**config.mk**
```make
export PLATFORM = sky130hd
export DESIGN_NAME = uart_tx_serializer_flat
export DESIGN_NICKNAME = d
export VERILOG_FILES = /design/src/rtl/uart_tx_serializer_if.sv /design/src/rtl/uart_tx_serializer.sv /design/src/flat_wrapper.sv
export SDC_FILE = /design/constraint.sdc
export NUM_CORES = 1
export LEC_CHECK = 0
export ABC_AREA = 1
export BUFFER_PORTS_ARGS = -buffer_cell sky130_fd_sc_hd__buf_2
export CAP_MARGIN = 20
export CORE_MARGIN = 5
export CORE_UTILIZATION = 51
export CTS_CLUSTER_DIAMETER = 40
export DETAILED_ROUTE_END_ITERATION = 16
export GPL_ROUTABILITY_DRIVEN = 0
export HOLD_SLACK_MARGIN = 0.1
export PLACE_DENSITY = 0.75
export SETUP_SLACK_MARGIN = 0.3
export SLEW_MARGIN = 10
export SYNTH_ARGS = -nofsm -noshare
export SYNTH_HDL_FRONTEND = slang
export SYNTH_SLANG_ARGS = --single-unit
export TNS_END_PERCENT = 5
```
**constraint.sdc**
```tcl
create_clock -name clk -period 1.2 [get_ports clk]
set_input_delay 0 -clock clk [delete_from_list [all_inputs] [get_ports clk]]
set_output_delay 0 -clock clk [all_outputs]
set_load 0.02 [all_outputs]
```
**src/rtl/uart_tx_serializer_if.sv**
```systemverilog
// rtl/uart_tx_serializer_if.sv - frame handshake between a frame source and the UART serializer
interface uart_tx_serializer_if #(
  parameter int FRAME_BITS = 11
);
  logic [FRAME_BITS-1:0] frame_in;
  logic                  frame_valid;
  logic                  frame_ready;

  modport master (
    output frame_in,
    output frame_valid,
    input  frame_ready
  );

  modport slave (
    input  frame_in,
    input  frame_valid,
    output frame_ready
  );
endinterface

```
**src/rtl/uart_tx_serializer.sv**
```systemverilog
// rtl/uart_tx_serializer.sv - shifts a pre-assembled frame out MSB first, CLKS_PER_BIT cycles per bit
module uart_tx_serializer #(
  parameter int CLKS_PER_BIT = 434,
  parameter int FRAME_BITS   = 11
) (
  input  logic                   clk,
  input  logic                   rst,
  uart_tx_serializer_if.slave    frame_if,
  output logic                   tx,
  output logic                   busy,
  output logic                   tx_done
);
  localparam int BAUD_W = $clog2(CLKS_PER_BIT);
  localparam int IDX_W  = $clog2(FRAME_BITS);
  localparam logic [BAUD_W-1:0] BAUD_LAST = BAUD_W'(CLKS_PER_BIT - 1);
  localparam logic [IDX_W-1:0]  IDX_LAST  = IDX_W'(FRAME_BITS - 1);

  typedef enum logic [1:0] {
    IDLE  = 2'b00,
    SHIFT = 2'b01
  } state_t;

  state_t                state;
  logic [BAUD_W-1:0]     baud_cnt;
  logic [IDX_W-1:0]      bit_idx;
  logic [FRAME_BITS-1:0] shift_reg;
  logic                  frame_ready_q;

  assign frame_if.frame_ready = frame_ready_q;

  always_ff @(posedge clk) begin
    if (rst) begin
      state         <= IDLE;
      tx            <= 1'b1;
      busy          <= 1'b0;
      tx_done       <= 1'b0;
      frame_ready_q <= 1'b1;
      baud_cnt      <= '0;
      bit_idx       <= '0;
      shift_reg     <= '1;
    end else begin
      tx_done <= 1'b0;
      case (state)
        IDLE: begin
          if (frame_if.frame_valid && frame_ready_q) begin
            state         <= SHIFT;
            shift_reg     <= frame_if.frame_in;
            tx            <= frame_if.frame_in[FRAME_BITS-1];
            busy          <= 1'b1;
            frame_ready_q <= 1'b0;
            baud_cnt      <= '0;
            bit_idx       <= '0;
          end
        end
        SHIFT: begin
          if (baud_cnt == BAUD_LAST) begin
            baud_cnt <= '0;
            // The final wrap releases the line high and frees the block in the same edge.
            if (bit_idx == IDX_LAST) begin
              state         <= IDLE;
              tx            <= 1'b1;
              busy          <= 1'b0;
              tx_done       <= 1'b1;
              frame_ready_q <= 1'b1;
              bit_idx       <= '0;
              shift_reg     <= '1;
            end else begin
              shift_reg <= {shift_reg[FRAME_BITS-2:0], 1'b1};
              tx        <= shift_reg[FRAME_BITS-2];
              bit_idx   <= bit_idx + 1'b1;
            end
          end else begin
            baud_cnt <= baud_cnt + 1'b1;
          end
        end
        default: begin
          state         <= IDLE;
          tx            <= 1'b1;
          busy          <= 1'b0;
          frame_ready_q <= 1'b1;
          baud_cnt      <= '0;
          bit_idx       <= '0;
          shift_reg     <= '1;
        end
      endcase
    end
  end
endmodule

```
**src/flat_wrapper.sv**
```systemverilog
// flat-port wrapper written by rule: the top's interface ports become plain ports
module uart_tx_serializer_flat 
#(
  parameter int CLKS_PER_BIT = 434,
  parameter int FRAME_BITS   = 11
)
  (clk, rst, tx, busy, tx_done, frame_if_frame_in, frame_if_frame_valid, frame_if_frame_ready);
  uart_tx_serializer_if #(.FRAME_BITS(FRAME_BITS)) frame_if_i ();
  input  logic clk;
  input  logic rst;
  output logic tx;
  output logic busy;
  output logic tx_done;
  input wire logic [$bits(frame_if_i.frame_in)-1:0] frame_if_frame_in;
  input wire logic [$bits(frame_if_i.frame_valid)-1:0] frame_if_frame_valid;
  output wire logic [$bits(frame_if_i.frame_ready)-1:0] frame_if_frame_ready;
  assign frame_if_i.frame_in = frame_if_frame_in;
  assign frame_if_i.frame_valid = frame_if_frame_valid;
  assign frame_if_frame_ready = frame_if_i.frame_ready;
  uart_tx_serializer #(.CLKS_PER_BIT(CLKS_PER_BIT), .FRAME_BITS(FRAME_BITS)) u_core (.clk(clk), .rst(rst), .frame_if(frame_if_i), .tx(tx), .busy(busy), .tx_done(tx_done));
endmodule
```
After elaboration in Yosys (flattened, before gate mapping)
Cells that the tools add are included.
- output and inout bits: 4
- word-level logic and storage cells: 51
- flip-flop bits (word level): 29
- bits of input ports: 14
- add/sub/neg operators: 2
- bitwise operators: 2
- reduce and logical (&&, ||, !) cells: 5
- muxes and demuxes: 28
- eq/ne operators: 6
- operator list (cell ; count):
    $mux W10 ; 3
    $pmux W10 S2 ; 1
    $mux W9 ; 2
    $pmux W9 S2 ; 1
    $mux W4 ; 3
    $mux W1 ; 10
    $add A9 B1 Y9 const B ; 1
    $eq A9 B9 Y1 const B ; 1
    $pmux W4 S2 ; 1
    $mux W2 ; 3
    $ne A2 B1 Y1 const B ; 3
    $pmux W1 S2 ; 3
    $add A4 B1 Y4 const B ; 1
    $eq A4 B4 Y1 const B ; 1
    $pmux W2 S2 ; 1
    $reduce_and A3 Y1 ; 1
    $reduce_or A3 Y1 ; 1
    $eq A2 B1 Y1 const B ; 1
    $logic_not A2 Y1 ; 1
    $not A1 Y1 ; 2
    $reduce_and A2 Y1 ; 1
    $logic_and A1 B1 Y1 ; 1

Depth between registers and ports, before layout
Gate-level depths: netlist (run 1).
- depth after elaboration: 4
- mapped depth: 10
- gate-level depth less buffers: 10

Worst setup path before layout (run 1)
Ideal clock, no wire load.
- path kind: register to register
- from: register u_core.bit_idx[0]
- to: register u_core.bit_idx[1]
- required time: 1129 ps
- path buffers: 0
- stages on the path, launching flop included: 10
- arrival time: 1227 ps
- period minus slack after synthesis: 1297 ps
- setup time: 71 ps
- setup slack: -97 ps
- cells stage by stage: dfxtp_1 -> inv_1 -> ha_1 -> nand2_1 -> nor2_1 -> inv_1 -> nand2_1 -> nor2_1 -> nand2_1 -> a21oi_1
- longest elaborated chain between the ends: 4
- elaborated cells between the ends (all ways): 5
- those cells by class: add/sub (1); eq/ne (1); mux (3)
- ends and longest elaborated chain (item ; RTL line ; source):
    start: declaration ; uart_tx_serializer.sv:25 ; logic [IDX_W-1:0] bit_idx;
    start signal: assignment ; uart_tx_serializer.sv:70 ; bit_idx <= bit_idx + 1'b1;
    $add A4 B1 Y4 / $eq A4 B4 Y1 (equally long branches) ; uart_tx_serializer.sv:70, uart_tx_serializer.sv:59 ;
    $mux W4 * ; uart_tx_serializer.sv:59 ; if (bit_idx == IDX_LAST) begin
    $mux W4 * ; uart_tx_serializer.sv:56 ; if (baud_cnt == BAUD_LAST) begin
    $pmux W4 S2 * ; uart_tx_serializer.sv:43 ; case (state)
Every way passes the cells marked *; elsewhere a longest branch is shown, timed or not. The select of a mux whose other input is x is not followed.
A chain may end at the register's enable or synchronous reset.

Worst setup path in the final report (run 1)
- from: register u_core.bit_idx[0]
- to: register u_core.state[0]
- longest elaborated chain between the ends: 3
- ends and longest elaborated chain (item ; RTL line ; source):
    $eq A4 B4 Y1 ; uart_tx_serializer.sv:59 ;
    $ne A2 B1 Y1 (no source line) ; -- ;
    $reduce_and A3 Y1 (no source line) ; -- ;
    end signal: assignment ; uart_tx_serializer.sv:46 ; state <= SHIFT;
    end signal: assignment ; uart_tx_serializer.sv:60 ; state <= IDLE;
    end signal: assignment ; uart_tx_serializer.sv:77 ; state <= IDLE;
    end: declaration ; uart_tx_serializer.sv:23 ; state_t state;
Every way passes these cells.

==> results of run 1 <==
## per-layer routing
metal / track usage (%) / part of all wire, %
met5: 0 / 0
met4: 8.49 / 1.8
met3: 2.16 / 4.3
met2: 35.1 / 52
met1: 22.6 / 42
## cell usage in the layout (no fill, tap or decap), types with 2 or more instances in the layout
| cell | instances |
|---|---|
| a21oi_1 | 5 |
| a21oi_2 | 2 |
| buf_2 | 17 |
| buf_4 | 29 |
| clkbuf_4 | 3 |
| dfxtp_1 | 23 |
| dfxtp_2 | 3 |
| dlygate4sd3_1 | 13 |
| ha_2 | 2 |
| inv_1 | 15 |
| inv_2 | 6 |
| nand2_1 | 47 |
| nand2_2 | 5 |
| nand2_4 | 3 |
| nand2_8 | 2 |
| nand3_1 | 22 |
| nand4_1 | 8 |
| nor2_1 | 30 |
| nor2_2 | 6 |
| nor2_4 | 2 |
| o21ai_0 | 2 |
| o21ai_1 | 3 |
| or2_2 | 5 |
| xor2_1 | 2 |
## logic make-up after synthesis
logic type                 Yosys count  synth area share, %
xor gates and xnor gates             3                 1.85
AOI/OAI and AO/OA                   14                 5.30
DFF                                 27                 38.1
adders and majority gates            4                 3.53
buffers and inverters               30                 9.27
and+or+nand+nor                    132                 41.9
## report_power, final
part	internal, mW	total [mW]	switching, mW
combinational	0.232	0.508	0.276
sequential	0.958	0.999	0.0404
clock	0.128	0.442	0.313
total	1.32	1.95	0.630
## worst reg2reg max path, stage by stage (launching register included)
cell	delay, ns
dfxtp_2	0.36
inv_2	0.06
ha_2	0.16
nand2_1	0.07
nor2_2	0.13
inv_2	0.08
nand2_4	0.12
nand4_1	0.13
nand3_1	0.09
inv_1	0.05
## worst min path at each step
stage / startpoint / endpoint / slack (ns) / cells past startpoint
2_1_floorplan: frame_if_frame_in[0] / u_core.shift_reg[0] / 0.15 / 2
3_3_place_gp: frame_if_frame_in[0] / u_core.shift_reg[0] / 0.24 / 3
3_5_place_dp: frame_if_frame_in[0] / u_core.shift_reg[0] / 0.25 / 3
4_1_cts: rst / u_core.baud_cnt[4] / 0.003 / 3
5_1_grt: rst / u_core.shift_reg[0] / 0.15 / 3
6_report: rst / u_core.shift_reg[3] / 0.12 / 3
## cell type report
class | instances | area (um2)
Sequential cell | 27 | 548
Clock buffer | 3 | 22.5
Multi-Input combinational cell | 154 | 860
Clock inverter | 1 | 7.51
Timing Repair Buffer | 63 | 504
Inverter | 23 | 88.8
Fill cell | 212 | 641
Tap cell | 31 | 38.8
## stage by stage
stage               power [mW]  setup slack, ns  area, um2  hold WS [ns]
finish                    1.95           -0.136       2070         0.122
global placement          1.41           -0.124       1760         0.238
global route              2.06           -0.204       2070         0.146
detailed placement        1.42           -0.114       1760         0.249
floorplan                 1.28          -0.0436       1450         0.148
CTS                       1.89           -0.109       1960       0.00277
## repair_timing
item	in CTS	in global routing
cloned	0	2
resized for setup	14	18
setup buffers	1	1
pin swaps	5	8
endpoints found under the setup margin	29	30
endpoints found under the hold margin	19	8
hold buffers	11	2
==> results.ini, run 1 <==
[outcome]
status = complete, but fails checks
violations = setup timing

[worst_setup_path]
crit_path_start = u_core.bit_idx[0]
r2r-end = u_core.state[0]
startpoint_type = flip-flop
cpMostUsedCell = inv_2
r2r_setup_slack_ns = -0.14
path_depth = 9
crit_chain = inv_2 > ha_2 > nand2_1 > nor2_2 > inv_2 > nand2_4 > nand4_1 > nand3_1 > inv_1
cp-end-kind = flip-flop
r2r_cells = 9
reg2reg_from = u_core.bit_idx[0]
cp.arrival_ns = 1.60
cpLargestDelayFamily = simple AND/OR/NAND/NOR gates
critPathCapture = u_core.state[0]
cp_slowest_cell = dfxtp_2
path_max_fanout = 5
critPathBufInv = 3
cp_data_required_time_ns = 1.46
setup.worst_path.class = reg2reg
crit_path_max_incr_delay_ns = 0.36

[synth]
yosysMostFrequentCell = nand2_1
synth_ff_type = dfxtp_1
synthTopCellsByArea = dfxtp_1 38%, nand2_1 14%, nor2_1 9.5%, nand3_1 8.1%, inv_1 5.0%
avgSynthCellArea_um2 = 6.75
yosysWarnings = 0
yosysSeqAreaShare_pct = 38.1
syn_area_um2 = 1420
ys_ff_latch = 27
yosysTopAreaCellShare_pct = 38.1
synth_cell_types = 23
synth_area_leader_cell = dfxtp_1
synth_nets = 228
synth-edff-count = 0
async_flop_share_pct = 0
synth_common_cells = 51 x nand2_1, 36 x nor2_1, 27 x dfxtp_1
synthCells = 210

[clocking]
clock-root-buffer = clkbuf_4
clock_sinks = 27
clk_pin_slew_ns = 0.17
h-tree-depth = 1
clock_path_buffers = 2
cts_tree = yes
cts_buffers = 3
clk_latency_ns = 0.35

[sta]
timing.slew.headroom_pct = 70.9
finalCritPeriodShare_pct = 111
worst_slack_ns = -0.136
fmax_mhz = 748
setup-violations-final = 24
slew_violations = 0
tns_ns = -1.94
worst_pin_slew_ns = 0.436
fin_crit_ns = 1.34
rsz0062_at_grt = true
fin_skew_ns = 0.0103
final_hold_viol_count = 0

[die]
start_util_pct = 52.3
die-area_um2 = 3930
die_h_um = 62.7
pin_count = 18
num_rows = 19
core_area_um2 = 2710
die_x_um = 62.7

[final_layout]
final_cells = 302
antenna-diode-count = 0
drive_gt1_share_pct = 35.1
post-route-util_pct = 76.4
area_growth_pct = 46.0
final_nets = 290
largest_reg_flops = 10

[grt]
grt_remaining_overflow = 0
grt_max_degree = 17
antenna_found_initial = 0
grt_pass1_vias = 1460
track_usage_pct = 19.4
grt_pass1_wl_um = 6260

[pwr]
leakage_nw = 0.989
powerDensity_nw_per_um2 = 942
ir_drop_mv = 0.747

[route]
route.antenna.remaining_nets = 0
drtIter0Drc = 51
via_per_inst = 5.25
first_pass_iters = 4
drc = 0
num_vias = 1587
wl_per_cell_um = 13.0
drt_wl_total_um = 3910

[placed_design]
io_buffers = 17
place.detailed.hpwl_um = 2440
placed_cells = 281

[job]
cap_viol_max_count = 0

[min_path]
min_path_type = in2reg

(Power assumes the default switching activity.)
==> run 2: changes to the inputs <==
==> constraint.sdc (replaced) <==
create_clock -name clk -period 1.2 [get_ports clk]
set_input_delay 0.06 -clock clk [delete_from_list [all_inputs] [get_ports clk]]
set_output_delay 0.06 -clock clk [all_outputs]
set_load 0.02 [all_outputs]
==> run 2 against run 1 <==
  * The run still ends with setup timing left
  * Fmax increased by 2.5%
  * Flip-flop and latch count did not move
  * Clock power is 4% lower
  * Via count down 4.7%
  * Register-to-register slack better by 0.03 ns
  * Worst hold slack worse by 0.039 ns
  * Global-route usage shrank 0.60 points
  * Final cell count fell by 1.7%
  * Routed wire length fell by 7.0%
==> results.ini, run 2 (synthesized netlist as in run 1, its figures left out) <==
[outcome]
status = complete, but fails checks  ; unchanged
violations = setup timing  ; unchanged

[clocking]
clock-root-buffer = clkbuf_4  ; unchanged
cts_tree = yes  ; unchanged
clock_path_buffers = 2  ; unchanged
h-tree-depth = 1  ; unchanged
clk_pin_slew_ns = 0.17  ; about the same
clk_latency_ns = 0.35  ; about the same
clock_sinks = 27  ; unchanged
hold_buffers = 11  ; unchanged
cts_buffers = 3  ; unchanged

[grt]
grt_pass1_wl_um = 6090  ; was 6260 um
grt_pass1_vias = 1446  ; was 1460
antenna_found_initial = 0  ; unchanged
grt_remaining_overflow = 0  ; unchanged
grt_max_degree = 20  ; was 17
track_usage_pct = 18.8  ; was 19.4%

[die]
pin_count = 18  ; unchanged
die_h_um = 62.7  ; unchanged
die_x_um = 62.7  ; unchanged
core_area_um2 = 2710  ; unchanged
die-area_um2 = 3930  ; unchanged
num_rows = 19  ; unchanged
start_util_pct = 52.3  ; unchanged

[sta]
final_hold_viol_count = 0  ; unchanged
slew_violations = 0  ; unchanged
tns_ns = -1.45  ; was -1.94 ns
timing.slew.headroom_pct = 85.3  ; was 70.9%
rsz0062_at_grt = true  ; unchanged
setup-violations-final = 24  ; unchanged
fmax_mhz = 767  ; was 748 MHz
fin_crit_ns = 1.30  ; was 1.34 ns
worst_slack_ns = -0.103  ; was -0.136 ns
worst_pin_slew_ns = 0.219  ; was 0.436 ns
finalCritPeriodShare_pct = 109  ; was 111%
hold_ws_ns = 0.0831  ; was 0.122 ns
fin_skew_ns = 0.0174  ; was 0.0103 ns

[worst_setup_path]
cp.arrival_ns = 1.57  ; was 1.60 ns
setup.worst_path.class = reg2reg  ; unchanged
path_max_fanout = 10  ; was 5
crit_chain = inv_2 > ha_4 > nand2_4 > nor2_4 > nand2_4 > nand2_4 > buf_12 > nor2_1 > o21a_1  ; was inv_2 > ha_2 > nand2_1 > nor2_2 > inv_2 > nand2_4 > nand4_1 > nand3_1 > inv_1
cp_data_required_time_ns = 1.47  ; was 1.46 ns
crit_path_max_incr_delay_ns = 0.37  ; was 0.36 ns
critPathBufInv = 2  ; was 3
cpLargestDelayFamily = flip-flops  ; was simple AND/OR/NAND/NOR gates
startpoint_type = flip-flop  ; unchanged
cp_slowest_cell = dfxtp_2  ; unchanged
cp-end-kind = flip-flop  ; unchanged
cpMostUsedCell = nand2_4  ; was inv_2

[pwr]
ir_drop_mv = 0.762  ; was 0.747 mV
leakage_nw = 0.960  ; was 0.989 nW
powerDensity_nw_per_um2 = 960  ; was 942 nW/um2

[final_layout]
drive_gt1_share_pct = 32.3  ; was 35.1%
final_common_cell = nand2_1  ; unchanged
final_cell_mix = 47 x nand2_1, 32 x nor2_1, 30 x buf_4  ; was 47 x nand2_1, 30 x nor2_1, 29 x buf_4
largest_reg_flops = 10  ; unchanged
final_nets = 285  ; was 290
area_growth_pct = 39.9  ; was 46.0%
antenna-diode-count = 0  ; unchanged
fill_cells = 212  ; unchanged

[placed_design]
io_buffers = 17  ; unchanged
place.detailed.hpwl_um = 2400  ; was 2440 um

[route]
drt_wl_total_um = 3640  ; was 3910 um
num_vias = 1512  ; was 1587
via_per_inst = 5.09  ; was 5.25
route.antenna.remaining_nets = 0  ; unchanged
first_pass_iters = 4  ; unchanged
drtIter0Drc = 90  ; was 51
wl_per_cell_um = 12.3  ; was 13.0 um
drc = 0  ; unchanged

[job]
cap_viol_max_count = 0  ; unchanged

[min_path]
min_path_type = in2reg  ; unchanged

-- run 2: changes by cell type in the layout (fill, tap and decap cells not counted), moves of 2 or more --
cell	previous run	this run
nand2_4	3	5
nand2_2	5	3
nor2_1	30	32
nor2_2	6	4
dlygate4sd3_1	13	11
buf_2	17	15
-- run 2: power breakdown --
| part | total, mW | internal (mW) | switching [mW] | leakage (nW) |
|---|---|---|---|---|
| clock | 0.425 | 0.126 | 0.300 | 0.0177 |
| sequential | 0.998 | 0.958 | 0.0393 | 0.223 |
| combinational | 0.481 | 0.214 | 0.268 | 0.720 |
-- run 2: routing by layer --
layer  vias to the layer above  track usage (%)  part of all wire (%)
met3                         6             3.06                   4.1
met5                         -                0                     0
met4                         0             7.69                   1.5
li1                        775                -                     -
met1                       687             22.2                    44
met2                        44             33.2                    50
-- run 2: final cells by class --
cell class | count | area, um2 | share of cell area (%)
Clock inverter | 1 | 5.00 | 0.252
Clock buffer | 3 | 22.5 | 1.14
Tap cell | 31 | 38.8 | 1.96
Timing Repair Buffer | 59 | 453 | 22.8
Inverter | 23 | 88.8 | 4.48
Multi-Input combinational cell | 153 | 828 | 41.8
Sequential cell | 27 | 547 | 27.6
-- run 2: final timing paths --
| check | startpoint | to | slack [ns] | depth (start not counted) |
|---|---|---|---|---|
| worst max-delay path | u_core.baud_cnt[1] | u_core.baud_cnt[1] | -0.10 | 9 |
| worst min register to register | u_core.shift_reg[3] | u_core.shift_reg[3] | 0.50 | 2 |
| worst min-delay path | frame_if_frame_in[9] | u_core.shift_reg[9] | 0.08 | 4 |
| worst max register to register | u_core.baud_cnt[1] | u_core.baud_cnt[1] | -0.10 | 9 |
-- run 2: worst reg2reg max path, stage by stage, from the launching register on --
cell     delay (ns)
dfxtp_2        0.37
inv_2          0.07
ha_4           0.13
nand2_4        0.05
nor2_4         0.10
nand2_4        0.07
nand2_4        0.10
buf_12         0.14
nor2_1         0.04
o21a_1         0.15
-- run 2: metrics by stage --
step / power (mW) / area, um2 / cells / worst slack (ns) / util [%]
floorplan: 1.28 / 1450 / 210 / -0.0436 / -
global placement: 1.41 / 1760 / 281 / -0.113 / 65.0
detailed placement: 1.42 / 1760 / 281 / -0.125 / 65.0
CTS: 1.87 / 1950 / 296 / -0.100 / 71.8
global route: 2.00 / 1980 / 297 / -0.190 / 73.2
finish: 1.90 / 1980 / 297 / -0.103 / 73.2
-- run 2: timing repair --
action / CTS / global route
gates cloned: 0 / 0
pin swaps: 4 / 5
setup buffers: 0 / 1
setup endpoints to repair: 30 / 31
endpoints found under the hold margin: 17 / 1
gates resized for setup: 14 / 12
==> run 3: changes to the inputs <==
--- a/config.mk
+++ b/config.mk
@@ -16,6 +16,7 @@
 export HOLD_SLACK_MARGIN = 0.1
 export PLACE_DENSITY = 0.75
 export SETUP_SLACK_MARGIN = 0.3
+export SKIP_CTS_REPAIR_TIMING = 1
 export SLEW_MARGIN = 10
 export SYNTH_ARGS = -nofsm -noshare
 export SYNTH_HDL_FRONTEND = slang
==> run 3 against run 2 <==
  * The run still ends with setup timing left
  * Register-to-register slack lost 0.02 ns
  * Count of clock-buffer cells in the layout did not move
  * Global-route usage shrank 2.0 points
  * Non-clock buffer count up 4
  * Sequential share of layout area shrank 0.42 points
  * Setup slack worse by 0.022 ns
  * Sequential power about the same
==> results.ini, run 3 (synthesized netlist as in run 1, its figures left out) <==
[outcome]
status = complete, but fails checks  ; unchanged
violations = setup timing  ; unchanged

[sta]
fin_crit_ns = 1.33  ; was 1.30 ns
worst_slack_ns = -0.126  ; was -0.103 ns
fin_skew_ns = 0.0121  ; was 0.0174 ns
final_hold_viol_count = 0  ; unchanged
worst_pin_slew_ns = 0.213  ; was 0.219 ns
finalCritPeriodShare_pct = 110  ; was 109%
slew_violations = 0  ; unchanged
tns_ns = -2.05  ; was -1.45 ns
timing.slew.headroom_pct = 85.7  ; was 85.3%
setup-violations-final = 25  ; was 24
rsz0062_at_grt = true  ; unchanged
hold_ws_ns = 0.0712  ; was 0.0831 ns
fmax_mhz = 754  ; was 767 MHz

[route]
drtIter0Drc = 62  ; was 90
num_vias = 1527  ; was 1512
wl_per_cell_um = 12.2  ; was 12.3 um
drt_wl_total_um = 3690  ; was 3640 um
via_per_inst = 5.06  ; was 5.09
first_pass_iters = 5  ; was 4
route.antenna.remaining_nets = 0  ; unchanged
drc = 0  ; unchanged

[final_layout]
final_common_cell = nand2_1  ; unchanged
drive_gt1_share_pct = 32.1  ; was 32.3%
fill_cells = 203  ; was 212
area_growth_pct = 42.4  ; was 39.9%
antenna-diode-count = 0  ; unchanged
final_cell_mix = 48 x nand2_1, 32 x nor2_1, 31 x buf_4  ; was 47 x nand2_1, 32 x nor2_1, 30 x buf_4
final_nets = 290  ; was 285
largest_reg_flops = 10  ; unchanged

[pwr]
pwr-share-seq_pct = 52.9  ; was 52.4%
ir_drop_mv = 0.734  ; was 0.762 mV
powerDensity_nw_per_um2 = 935  ; was 960 nW/um2
clock_power_share_pct = 21.9  ; was 22.3%
leakage_nw = 0.981  ; was 0.960 nW
swShare_pct = 31.2  ; was 31.9%
power_frac_comb_pct = 25.2  ; was 25.3%
p_sw_uw = 589  ; was 607 uW
p_int_mw = 1.30  ; about the same

[grt]
grt_pass1_vias = 1336  ; was 1446
grt_pass1_wl_um = 5490  ; was 6090 um
antenna_found_initial = 0  ; unchanged
track_usage_pct = 16.8  ; was 18.8%
grt_remaining_overflow = 0  ; unchanged
grt_max_degree = 20  ; unchanged

[clocking]
h-tree-depth = 1  ; unchanged
clock-root-buffer = clkbuf_4  ; unchanged
clock_path_buffers = 2  ; unchanged
clk_pin_slew_ns = 0.16  ; was 0.17 ns
clk_latency_ns = 0.34  ; was 0.35 ns
cts_tree = yes  ; unchanged
clock_sinks = 27  ; unchanged
cts_buffers = 3  ; unchanged

[die]
pin_count = 18  ; unchanged
start_util_pct = 52.3  ; unchanged
core_area_um2 = 2710  ; unchanged
die_h_um = 62.7  ; unchanged
die-area_um2 = 3930  ; unchanged
die_x_um = 62.7  ; unchanged
num_rows = 19  ; unchanged

[worst_setup_path]
startpoint_type = flip-flop  ; unchanged
path_max_fanout = 10  ; unchanged
cp.arrival_ns = 1.58  ; was 1.57 ns
cp_slowest_cell = dfxtp_2  ; unchanged
cp-end-kind = flip-flop  ; unchanged
r2r_cells = 10  ; was 9
crit_path_max_incr_delay_ns = 0.37  ; about the same
cp_data_required_time_ns = 1.45  ; was 1.47 ns
setup.worst_path.class = reg2reg  ; unchanged
crit_chain = inv_2 > ha_4 > nand2_4 > nor2_4 > nand2_4 > nand2_4 > buf_12 > nor2_1 > nor2_1 > nor2_1  ; was inv_2 > ha_4 > nand2_4 > nor2_4 > nand2_4 > nand2_4 > buf_12 > nor2_1 > o21a_1

[min_path]
min_path_type = in2reg  ; unchanged
holdPathStages = 4  ; unchanged

[job]
cap_viol_max_count = 0  ; unchanged

[placed_design]
place.detailed.hpwl_um = 2400  ; unchanged
io_buffers = 17  ; unchanged

## run 3: worst paths after layout
check                             from  slack [ns]             endpoint
hold reg to reg    u_core.shift_reg[9]        0.50  u_core.shift_reg[9]
setup / recovery    u_core.baud_cnt[1]       -0.13   u_core.baud_cnt[7]
hold / removal    frame_if_frame_in[9]        0.07  u_core.shift_reg[9]
setup reg to reg    u_core.baud_cnt[1]       -0.13   u_core.baud_cnt[7]
## run 3: area by class of cell
class                   count  area (um2)  share of cell area, %
flip-flops and latches     27         548                   27.2
well taps                  31        38.8                   1.92
clock inverters             1        5.00                  0.248
multi-input cells         154         830                   41.1
clock buffers               3        22.5                   1.12
repair buffers             63         485                   24.1
inverters                  23        88.8                   4.40
## run 3: routing by layer
metal,GRT usage (%),up-vias,share of wire [%]
met4,5.57,0,2.7
met1,20.2,690,44
met3,3.06,9,4.5
met2,29.5,44,49
li1,-,784,-
met5,0,-,0
## run 3: critical path: cells and delay by family, from the launching register on
| kind | cells | cell delay [ns] |
|---|---|---|
| simple gates | 7 | 0.54 |
| flops | 1 | 0.37 |
| buf+inv | 2 | 0.20 |
| fa+ha+maj | 1 | 0.13 |
## run 3: power by group through the flow
stage / Clock, mW / Sequential (mW) / Combinational [mW]
2_1_floorplan: 0 / 1.02 / 0.255
3_3_place_gp: 0 / 1.01 / 0.397
3_5_place_dp: 0 / 1.02 / 0.401
4_1_cts: 0.415 / 0.996 / 0.405
5_1_grt: 0.469 / 1.00 / 0.532
6_report: 0.413 / 0.997 / 0.476
## run 3: stage by stage
| step | instance area (um2) | instances | util (%) | setup WS, ns | power (mW) |
|---|---|---|---|---|---|
| after floorplan | 1450 | 210 | - | -0.0436 | 1.28 |
| after global placement | 1760 | 281 | 65.0 | -0.113 | 1.41 |
| after detailed placement | 1760 | 281 | 65.0 | -0.125 | 1.42 |
| after CTS | 1790 | 285 | 66.0 | -0.155 | 1.82 |
| after global routing | 2020 | 302 | 74.5 | -0.235 | 2.01 |
| final | 2020 | 302 | 74.5 | -0.126 | 1.89 |
